<file path="config.mk">
export PLATFORM = sky130hd
export DESIGN_NAME = npc_gen_flat
export DESIGN_NICKNAME = d
export VERILOG_FILES = /design/src/rtl/npc_gen_pkg.sv /design/src/rtl/npc_gen_if.sv /design/src/rtl/npc_target_sel.sv /design/src/rtl/npc_gen.sv /design/src/flat_wrapper.sv
export SDC_FILE = /design/constraint.sdc
export NUM_CORES = 1
export LEC_CHECK = 0
export ABC_AREA = 0
export ABC_CLOCK_PERIOD_IN_PS = 6800
export BUFFER_PORTS_ARGS = -buffer_cell sky130_fd_sc_hd__buf_2
export CAP_MARGIN = 20
export CORE_ASPECT_RATIO = 1.2
export CORE_UTILIZATION = 58
export DETAILED_ROUTE_END_ITERATION = 8
export PLACE_DENSITY = 0.84
export SYNTH_ARGS = -nofsm -noshare
export SYNTH_HDL_FRONTEND = slang
export SYNTH_SLANG_ARGS = --single-unit
export TNS_END_PERCENT = 30
</file>
<file path="constraint.sdc">
create_clock -name clk -period 6.8 [get_ports clk]
set_clock_uncertainty 0.15 [all_clocks]
set_input_delay 1.02 -clock clk [delete_from_list [all_inputs] [get_ports clk]]
set_output_delay 1.02 -clock clk [all_outputs]
set_load 0.02 [all_outputs]
</file>
<file path="src/rtl/npc_gen_pkg.sv">
// -----------------------------------------------------------------------------
// npc_gen_pkg
// Shared IFU definitions used by the next-PC generator and its sub-modules.
//   npc_state_e       : fetch FSM state (BOOT / RUN / HOLD)
//   RESET_PC_DEFAULT  : default first fetch address after reset
//   FETCH_INC         : sequential fetch increment (one 32-bit instruction)
//   LINK_OFFSET       : return address offset of a linking branch (skips delay slot)
// Optional feature macro used by the files importing this package:
//   NPC_RAS_PREDICT_EN : enables return-address-stack prediction.
// -----------------------------------------------------------------------------
package npc_gen_pkg;

   typedef enum logic [1:0] {
      ST_BOOT = 2'd0,
      ST_RUN  = 2'd1,
      ST_HOLD = 2'd2
   } npc_state_e;

   localparam logic [31:0] RESET_PC_DEFAULT = 32'hBFC0_0000;
   localparam logic [31:0] FETCH_INC        = 32'd4;
   localparam logic [31:0] LINK_OFFSET      = 32'd8;

   // Sequential successor of a fetch address; wraps modulo 2^32.
   function automatic logic [31:0] seq_pc(input logic [31:0] pc);
      return pc + FETCH_INC;
   endfunction

endpackage

</file>
<file path="src/rtl/npc_gen_if.sv">
// -----------------------------------------------------------------------------
// npc_gen_if
// Bundles every non-clock/reset signal of the next-PC generator.
//   pause, recover, recover_pc       : stall and backend redirect
//   pd_*                             : predecode of the instruction fetched last cycle
//   ras_target                       : RAS top-of-stack
//   fetch_pc, fetch_valid            : current fetch address and its validity
//   ras_push, ras_pop, ras_link_pc   : RAS update request and push value
// Modports:
//   master : the next-PC generator (drives fetch_* and ras_push/pop/link_pc)
//   slave  : the surrounding pipeline (drives the stall/redirect/predecode side)
// -----------------------------------------------------------------------------
interface npc_gen_if;

   logic        pause;
   logic        recover;
   logic [31:0] recover_pc;
   logic        pd_valid;
   logic [31:0] pd_pc;
   logic        pd_isLink;
   logic        pd_isReturn;
   logic        pd_isJump;
   logic [31:0] pd_jump_target;
   logic [31:0] ras_target;
   logic [31:0] fetch_pc;
   logic        fetch_valid;
   logic        ras_push;
   logic        ras_pop;
   logic [31:0] ras_link_pc;

   modport master (
      input  pause, recover, recover_pc,
      input  pd_valid, pd_pc, pd_isLink, pd_isReturn, pd_isJump, pd_jump_target,
      input  ras_target,
      output fetch_pc, fetch_valid, ras_push, ras_pop, ras_link_pc
   );

   modport slave (
      output pause, recover, recover_pc,
      output pd_valid, pd_pc, pd_isLink, pd_isReturn, pd_isJump, pd_jump_target,
      output ras_target,
      input  fetch_pc, fetch_valid, ras_push, ras_pop, ras_link_pc
   );

endinterface

</file>
<file path="src/rtl/npc_target_sel.sv">
// -----------------------------------------------------------------------------
// npc_target_sel
// Purely combinational redirect-target selection from predecode flags.
//   is_link, is_return, is_jump, jump_target : predecode fields
//   ras_target                               : RAS top-of-stack
//   redirect, target                         : redirect request and address
//   push_req, pop_req                        : RAS update implied by the instruction
// With NPC_RAS_PREDICT_EN defined a return redirects to ras_target and link /
// return request a RAS push / pop (both for jalr ra,ra: pop-then-push).
// Without it returns are not predicted, the RAS is never touched, and only
// jumps / links redirect (to jump_target).
// -----------------------------------------------------------------------------
module npc_target_sel (
   input  logic        is_link,
   input  logic        is_return,
   input  logic        is_jump,
   input  logic [31:0] jump_target,
   input  logic [31:0] ras_target,
   output logic        redirect,
   output logic [31:0] target,
   output logic        push_req,
   output logic        pop_req
);

`ifdef NPC_RAS_PREDICT_EN
   always_comb begin
      redirect = 1'b0;
      target   = jump_target;
      if (is_return) begin
         redirect = 1'b1;
         target   = ras_target;
      end else if (is_jump || is_link) begin
         redirect = 1'b1;
         target   = jump_target;
      end
   end

   assign push_req = is_link;
   assign pop_req  = is_return;
`else
   // Return prediction is compiled out; these inputs are intentionally ignored.
   logic unused_ras;
   assign unused_ras = ^{ras_target, is_return};

   assign redirect = is_jump | is_link;
   assign target   = jump_target;
   assign push_req = 1'b0;
   assign pop_req  = 1'b0;
`endif

endmodule

</file>
<file path="src/rtl/npc_gen.sv">
// -----------------------------------------------------------------------------
// npc_gen
// Next fetch-PC generator with predecode-driven redirects and RAS updates.
//   clk  : sole clock, rising edge
//   rst  : asynchronous active-low reset
//   bus  : npc_gen_if.master (stall/recover/predecode in, fetch_pc/RAS out)
// Parameter RESET_PC: first fetch address after reset.
// Optional macro NPC_RAS_PREDICT_EN: enables return prediction via the RAS.
// A redirect seen while stalled is parked in HOLD together with its RAS update
// so the update is issued exactly once, on the cycle the stall clears.
// -----------------------------------------------------------------------------
module npc_gen
   import npc_gen_pkg::*;
#(
   parameter logic [31:0] RESET_PC = RESET_PC_DEFAULT
) (
   input  logic      clk,
   input  logic      rst,
   npc_gen_if.master bus
);

   npc_state_e  state_reg,      state_next;
   logic [31:0] fetch_pc_reg,   fetch_pc_next;
   logic [31:0] pending_pc_reg, pending_pc_next;
   logic [31:0] pend_link_reg,  pend_link_next;
   logic        pend_push_reg,  pend_push_next;
   logic        pend_pop_reg,   pend_pop_next;

   logic        sel_redirect;
   logic [31:0] sel_target;
   logic        sel_push;
   logic        sel_pop;
   logic        accepted;
   logic        take;
   logic        hold_exit;

   npc_target_sel u_target_sel (
      .is_link     (bus.pd_isLink),
      .is_return   (bus.pd_isReturn),
      .is_jump     (bus.pd_isJump),
      .jump_target (bus.pd_jump_target),
      .ras_target  (bus.ras_target),
      .redirect    (sel_redirect),
      .target      (sel_target),
      .push_req    (sel_push),
      .pop_req     (sel_pop)
   );

   // Predecode only counts if it describes the instruction just before the
   // current fetch (i.e. the current fetch is its delay slot).
   assign accepted  = bus.pd_valid && (seq_pc(bus.pd_pc) == fetch_pc_reg)
                      && (state_reg == ST_RUN) && !bus.recover;
   assign take      = accepted && sel_redirect;
   assign hold_exit = (state_reg == ST_HOLD) && !bus.pause && !bus.recover;

   assign bus.fetch_pc    = fetch_pc_reg;
   assign bus.fetch_valid = (state_reg != ST_BOOT);
   assign bus.ras_push    = (accepted && sel_push && !bus.pause) || (hold_exit && pend_push_reg);
   assign bus.ras_pop     = (accepted && sel_pop  && !bus.pause) || (hold_exit && pend_pop_reg);
   // During HOLD the predecode has moved on, so the parked link address is shown.
   assign bus.ras_link_pc = (state_reg == ST_HOLD) ? pend_link_reg : (bus.pd_pc + LINK_OFFSET);

   always_comb begin
      state_next      = state_reg;
      fetch_pc_next   = fetch_pc_reg;
      pending_pc_next = pending_pc_reg;
      pend_link_next  = pend_link_reg;
      pend_push_next  = pend_push_reg;
      pend_pop_next   = pend_pop_reg;

      if (bus.recover) begin
         state_next      = ST_RUN;
         fetch_pc_next   = bus.recover_pc;
         pending_pc_next = '0;
         pend_push_next  = 1'b0;
         pend_pop_next   = 1'b0;
      end else begin
         case (state_reg)
            ST_BOOT: state_next = ST_RUN;
            ST_RUN: begin
               if (!bus.pause) begin
                  fetch_pc_next = take ? sel_target : seq_pc(fetch_pc_reg);
               end else if (take) begin
                  state_next      = ST_HOLD;
                  pending_pc_next = sel_target;
                  pend_link_next  = bus.pd_pc + LINK_OFFSET;
                  pend_push_next  = sel_push;
                  pend_pop_next   = sel_pop;
               end
            end
            ST_HOLD: begin
               if (!bus.pause) begin
                  state_next     = ST_RUN;
                  fetch_pc_next  = pending_pc_reg;
                  pend_push_next = 1'b0;
                  pend_pop_next  = 1'b0;
               end
            end
            default: state_next = ST_BOOT;
         endcase
      end
   end

   always_ff @(posedge clk or negedge rst) begin
      if (!rst) begin
         state_reg      <= ST_BOOT;
         fetch_pc_reg   <= RESET_PC;
         pending_pc_reg <= '0;
         pend_link_reg  <= '0;
         pend_push_reg  <= 1'b0;
         pend_pop_reg   <= 1'b0;
      end else begin
         state_reg      <= state_next;
         fetch_pc_reg   <= fetch_pc_next;
         pending_pc_reg <= pending_pc_next;
         pend_link_reg  <= pend_link_next;
         pend_push_reg  <= pend_push_next;
         pend_pop_reg   <= pend_pop_next;
      end
   end

endmodule

</file>
<file path="src/flat_wrapper.sv">
// flat-port wrapper written by rule: the top's interface ports become plain ports
module npc_gen_flat import npc_gen_pkg::*;
#(
   parameter logic [31:0] RESET_PC = RESET_PC_DEFAULT
)
  (clk, rst, bus_pause, bus_recover, bus_recover_pc, bus_pd_valid, bus_pd_pc, bus_pd_isLink, bus_pd_isReturn, bus_pd_isJump, bus_pd_jump_target, bus_ras_target, bus_fetch_pc, bus_fetch_valid, bus_ras_push, bus_ras_pop, bus_ras_link_pc);
  npc_gen_if bus_i ();
  input  logic clk;
  input  logic rst;
  input wire logic [$bits(bus_i.pause)-1:0] bus_pause;
  input wire logic [$bits(bus_i.recover)-1:0] bus_recover;
  input wire logic [$bits(bus_i.recover_pc)-1:0] bus_recover_pc;
  input wire logic [$bits(bus_i.pd_valid)-1:0] bus_pd_valid;
  input wire logic [$bits(bus_i.pd_pc)-1:0] bus_pd_pc;
  input wire logic [$bits(bus_i.pd_isLink)-1:0] bus_pd_isLink;
  input wire logic [$bits(bus_i.pd_isReturn)-1:0] bus_pd_isReturn;
  input wire logic [$bits(bus_i.pd_isJump)-1:0] bus_pd_isJump;
  input wire logic [$bits(bus_i.pd_jump_target)-1:0] bus_pd_jump_target;
  input wire logic [$bits(bus_i.ras_target)-1:0] bus_ras_target;
  output wire logic [$bits(bus_i.fetch_pc)-1:0] bus_fetch_pc;
  output wire logic [$bits(bus_i.fetch_valid)-1:0] bus_fetch_valid;
  output wire logic [$bits(bus_i.ras_push)-1:0] bus_ras_push;
  output wire logic [$bits(bus_i.ras_pop)-1:0] bus_ras_pop;
  output wire logic [$bits(bus_i.ras_link_pc)-1:0] bus_ras_link_pc;
  assign bus_i.pause = bus_pause;
  assign bus_i.recover = bus_recover;
  assign bus_i.recover_pc = bus_recover_pc;
  assign bus_i.pd_valid = bus_pd_valid;
  assign bus_i.pd_pc = bus_pd_pc;
  assign bus_i.pd_isLink = bus_pd_isLink;
  assign bus_i.pd_isReturn = bus_pd_isReturn;
  assign bus_i.pd_isJump = bus_pd_isJump;
  assign bus_i.pd_jump_target = bus_pd_jump_target;
  assign bus_i.ras_target = bus_ras_target;
  assign bus_fetch_pc = bus_i.fetch_pc;
  assign bus_fetch_valid = bus_i.fetch_valid;
  assign bus_ras_push = bus_i.ras_push;
  assign bus_ras_pop = bus_i.ras_pop;
  assign bus_ras_link_pc = bus_i.ras_link_pc;
  npc_gen #(.RESET_PC(RESET_PC)) u_core (.clk(clk), .rst(rst), .bus(bus_i));
endmodule
</file>
==> impl_metrics.json <==
{
  "status": "finished, final reports clean",
  "synthCells": 880,
  "ys_types": 60,
  "insertedDiodeCount": 0,
  "wl_per_cell_um": 18.2,
  "htreeDepth": 3,
  "crit_cells": 9,
  "postCtsSetupBuffers": 0,
  "rr_endpoint": "u_core.pending_pc_reg[2]",
  "arrival_ns": 5.08,
  "worst_setup_path_end_kind": "flip-flop",
  "worstSkewPairLatency_ns": 0.35,
  "die_w_um": 104,
  "cts_max_path_buffers": 2,
  "ys_seq_elements": 98,
  "use_met3_pct": 4.80,
  "max-slew-margin-rel_pct": 25.8,
  "rsz0062_at_grt": "no",
  "dieArea_mm2": 0.0131,
  "post-route-drc-count": 0,
  "cts_buffers": 9,
  "die_y_um": 125,
  "met1_usage_pct": 42.6,
  "cp.required_ns": 6.88,
  "timing.fmax_mhz": 200,
  "cp-start-kind": "primary input",
  "r2r_slack_ns": 2.63,
  "busiest_layer": "met2",
  "path_clk_slew_ns": 0.06,
  "cts.sinks": 98,
  "fin_setup_tns_ns": 0,
  "ios": 203,
  "vias": 7241,
  "cp-startpoint": "bus_pd_pc[2]",
  "pre_cts_slack_ns": 1.56,
  "finalCriticalPeriod_ns": 5.00,
  "cts_hold_buffers": 0,
  "cp_slowest_stage_delay_ns": 1.01,
  "rr_worst_depth": 7,
  "initialDrtViolationCount": 700,
  "ys_warn_count": 0,
  "finalHoldViolations": 0,
  "area_growth_pct": 13.9,
  "rr_startpoint": "u_core.state_reg[1]",
  "fin_total_pwr_w": 0.00158,
  "worst_slew_pin_slew_ns": 1.11,
  "antenna_found_initial": 0,
  "slew_violations": 0,
  "synth_top_area_cell": "dfrtp_1",
  "synthTopCellsByArea": "dfrtp_1 (30%), xor2_1 (5.6%), xnor2_1 (5.2%)",
  "post-route-period-util_pct": 73.6,
  "antenna_left": 0,
  "setup_violations": 0,
  "endpoint": "u_core.pending_pc_reg[2]",
  "use_met2_pct": 53.4,
  "cap_violations": 0,
  "coreArea_mm2": 0.0122,
  "path_cells": "buf_2, ha_1, nand3_1, nor4_1, and2_1, o22ai_1, or4_1, or4_4, mux2_4",
  "grt_usage_pct": 32.9,
  "first_pass_iters": 6,
  "synth_top_cell_area_share_pct": 30.5,
  "p_per_area_mw_per_mm2": 190,
  "fin_ws_ns": 1.80,
  "nNetsFinal": 1131,
  "wirelength_um": 21100,
  "crit_buf_inv": 1,
  "io_buffer_count": 167,
  "ir_worst_vdd_mv": 0.127,
  "hpwl_um": 14800,
  "drive_gt1_share_pct": 23.7,
  "p_leak_nw": 3.67,
  "synth_edf_count": 0,
  "hp-class": "reg2reg",
  "cpMaxStageDelayCell": "or4_4",
  "initial_core_util_pct": 60.1,
  "cts_tree": "built",
  "grt_first_pass_wirelength_um": 34500,
  "critical-path-top-delay-family": "simple AND/OR/NAND/NOR gates",
  "cts_resized": 0,
  "row_count": 44,
  "synth-seq-area-share_pct": 33.7,
  "grt_start_max_net_pins": 86,
  "cts-root-buf": "clkbuf_16",
  "routed_via_density": 6.26,
  "synth_ff_type": "dfrtp_1",
  "gp_congestion": 0.925,
  "globalRouteOverflowTotal": 0,
  "synthArstFlopShare_pct": 100,
  "synth.avg_cell_area_um2": 8.30,
  "critPathMaxFanout": 85,
  "grt_pass1_vias": 6904,
  "synth_area_mm2": 0.00731,
  "crit_type": "in2reg"
}
report_power, final:
group | switching [W] | internal (W)
Sequential | 0.0000686 | 0.000616
Combinational | 0.000231 | 0.000152
Clock | 0.000220 | 0.000294
Total | 0.000519 | 0.00106
placed cells by master (no fill, tap or decap), types with 3 or more instances in the layout:
cell and instances:
nand2_1 100, nand4_1 18, o211ai_1 6, nor2_1 80, a31oi_1 3, ha_1 3, and2_1 4, nand4b_1 8
nand3_1 52, and4_1 6, mux2_4 16, or3_1 12, inv_1 5, o21ai_2 10, nand3b_1 16, buf_4 8
clkbuf_16 9, or2_2 4, dfrtp_1 89, a21oi_1 46, nor3_1 32, clkbuf_1 3, a211oi_1 19, o2111ai_1 5
nand2b_1 22, o21ai_0 29, o221ai_1 19, a221oi_1 6, xnor2_1 43, buf_2 167, nor2b_1 12, xor2_1 47
or4_4 3, nor4_1 14, o21ai_1 10, and3_1 14, o22ai_1 7, a22oi_1 4, dfstp_2 9, or4_1 5
worst register-to-register path: stages, from the launching register on:
cell and delay [ns]:
dfrtp_1 0.43, nor4bb_1 0.48, o2111ai_1 0.20, nor4b_1 0.42, nand4_1 0.13, or4_1 0.72
or4_4 0.97, mux2_4 0.57
layer usage:
metal,routed length [um],up-vias
li1,-,3395
met1,8450,3388
met2,9990,390
met3,1720,68
met4,949,0
met5,0,-
cell usage after synthesis (all sizes together) (9+ instances only):
master,number
nand2,100
xor2,47
nor2,80
o221ai,19
clkbuf,37
nor3,33
mux2,16
buf,39
nand3b,16
or3,12
and3,14
nor2b,12
nand3,53
nand4,19
a211oi,19
nand2b,23
xnor2,43
dfstp,9
o21ai,49
nor4,15
a21oi,46
dfrtp,89
cell type report:
type / instances / area (um^2)
Clock inverter: 2 / 37.5
Clock buffer: 13 / 250
Fill cell: 1046 / 3840
Timing Repair Buffer: 176 / 916
Multi-Input combinational cell: 702 / 4440
Inverter: 5 / 18.8
Tap cell: 161 / 201
Sequential cell: 98 / 2460
worst min-delay path by stage:
stage	from	endpoint	slack (ns)	depth (start not counted)
final	u_core.pend_link_reg[14]	u_core.pend_link_reg[14]	0.33	2
after detailed placement	u_core.pend_link_reg[14]	u_core.pend_link_reg[14]	0.32	2
after CTS	u_core.pend_link_reg[14]	u_core.pend_link_reg[14]	0.33	2
after global placement	u_core.pend_link_reg[14]	u_core.pend_link_reg[14]	0.31	2
after floorplan	u_core.pend_link_reg[30]	u_core.pend_link_reg[30]	0.30	2
after global routing	u_core.pend_link_reg[15]	u_core.pend_link_reg[15]	0.35	2
cell families (layout without fill, tap and decap cells):
logic type                 Yosys count  count (layout)  synth area share (%)
and+or+nand+nor                    413             413                  29.7
AOI/OAI and AO/OA                  176             176                  16.0
DFF                                 98              98                  33.7
xor gates and xnor gates            90              90                  10.8
buffers and inverters               81             196                  5.63
muxes                               18              18                  3.56
adders and majority gates            3               3                 0.514
other                                1               2                0.0513
stage by stage:
step	hold WS (ns)	instances	util [%]	cell area, um^2
final	0.331	1157	68.4	8330
after global routing	0.353	1157	68.4	8330
after CTS	0.330	1157	68.4	8330
after detailed placement	0.316	1142	66.1	8040
after global placement	0.310	1141	66.0	8030
after floorplan	0.300	881	-	7310
No activity file was read; power rests on OpenSTA's default activity.
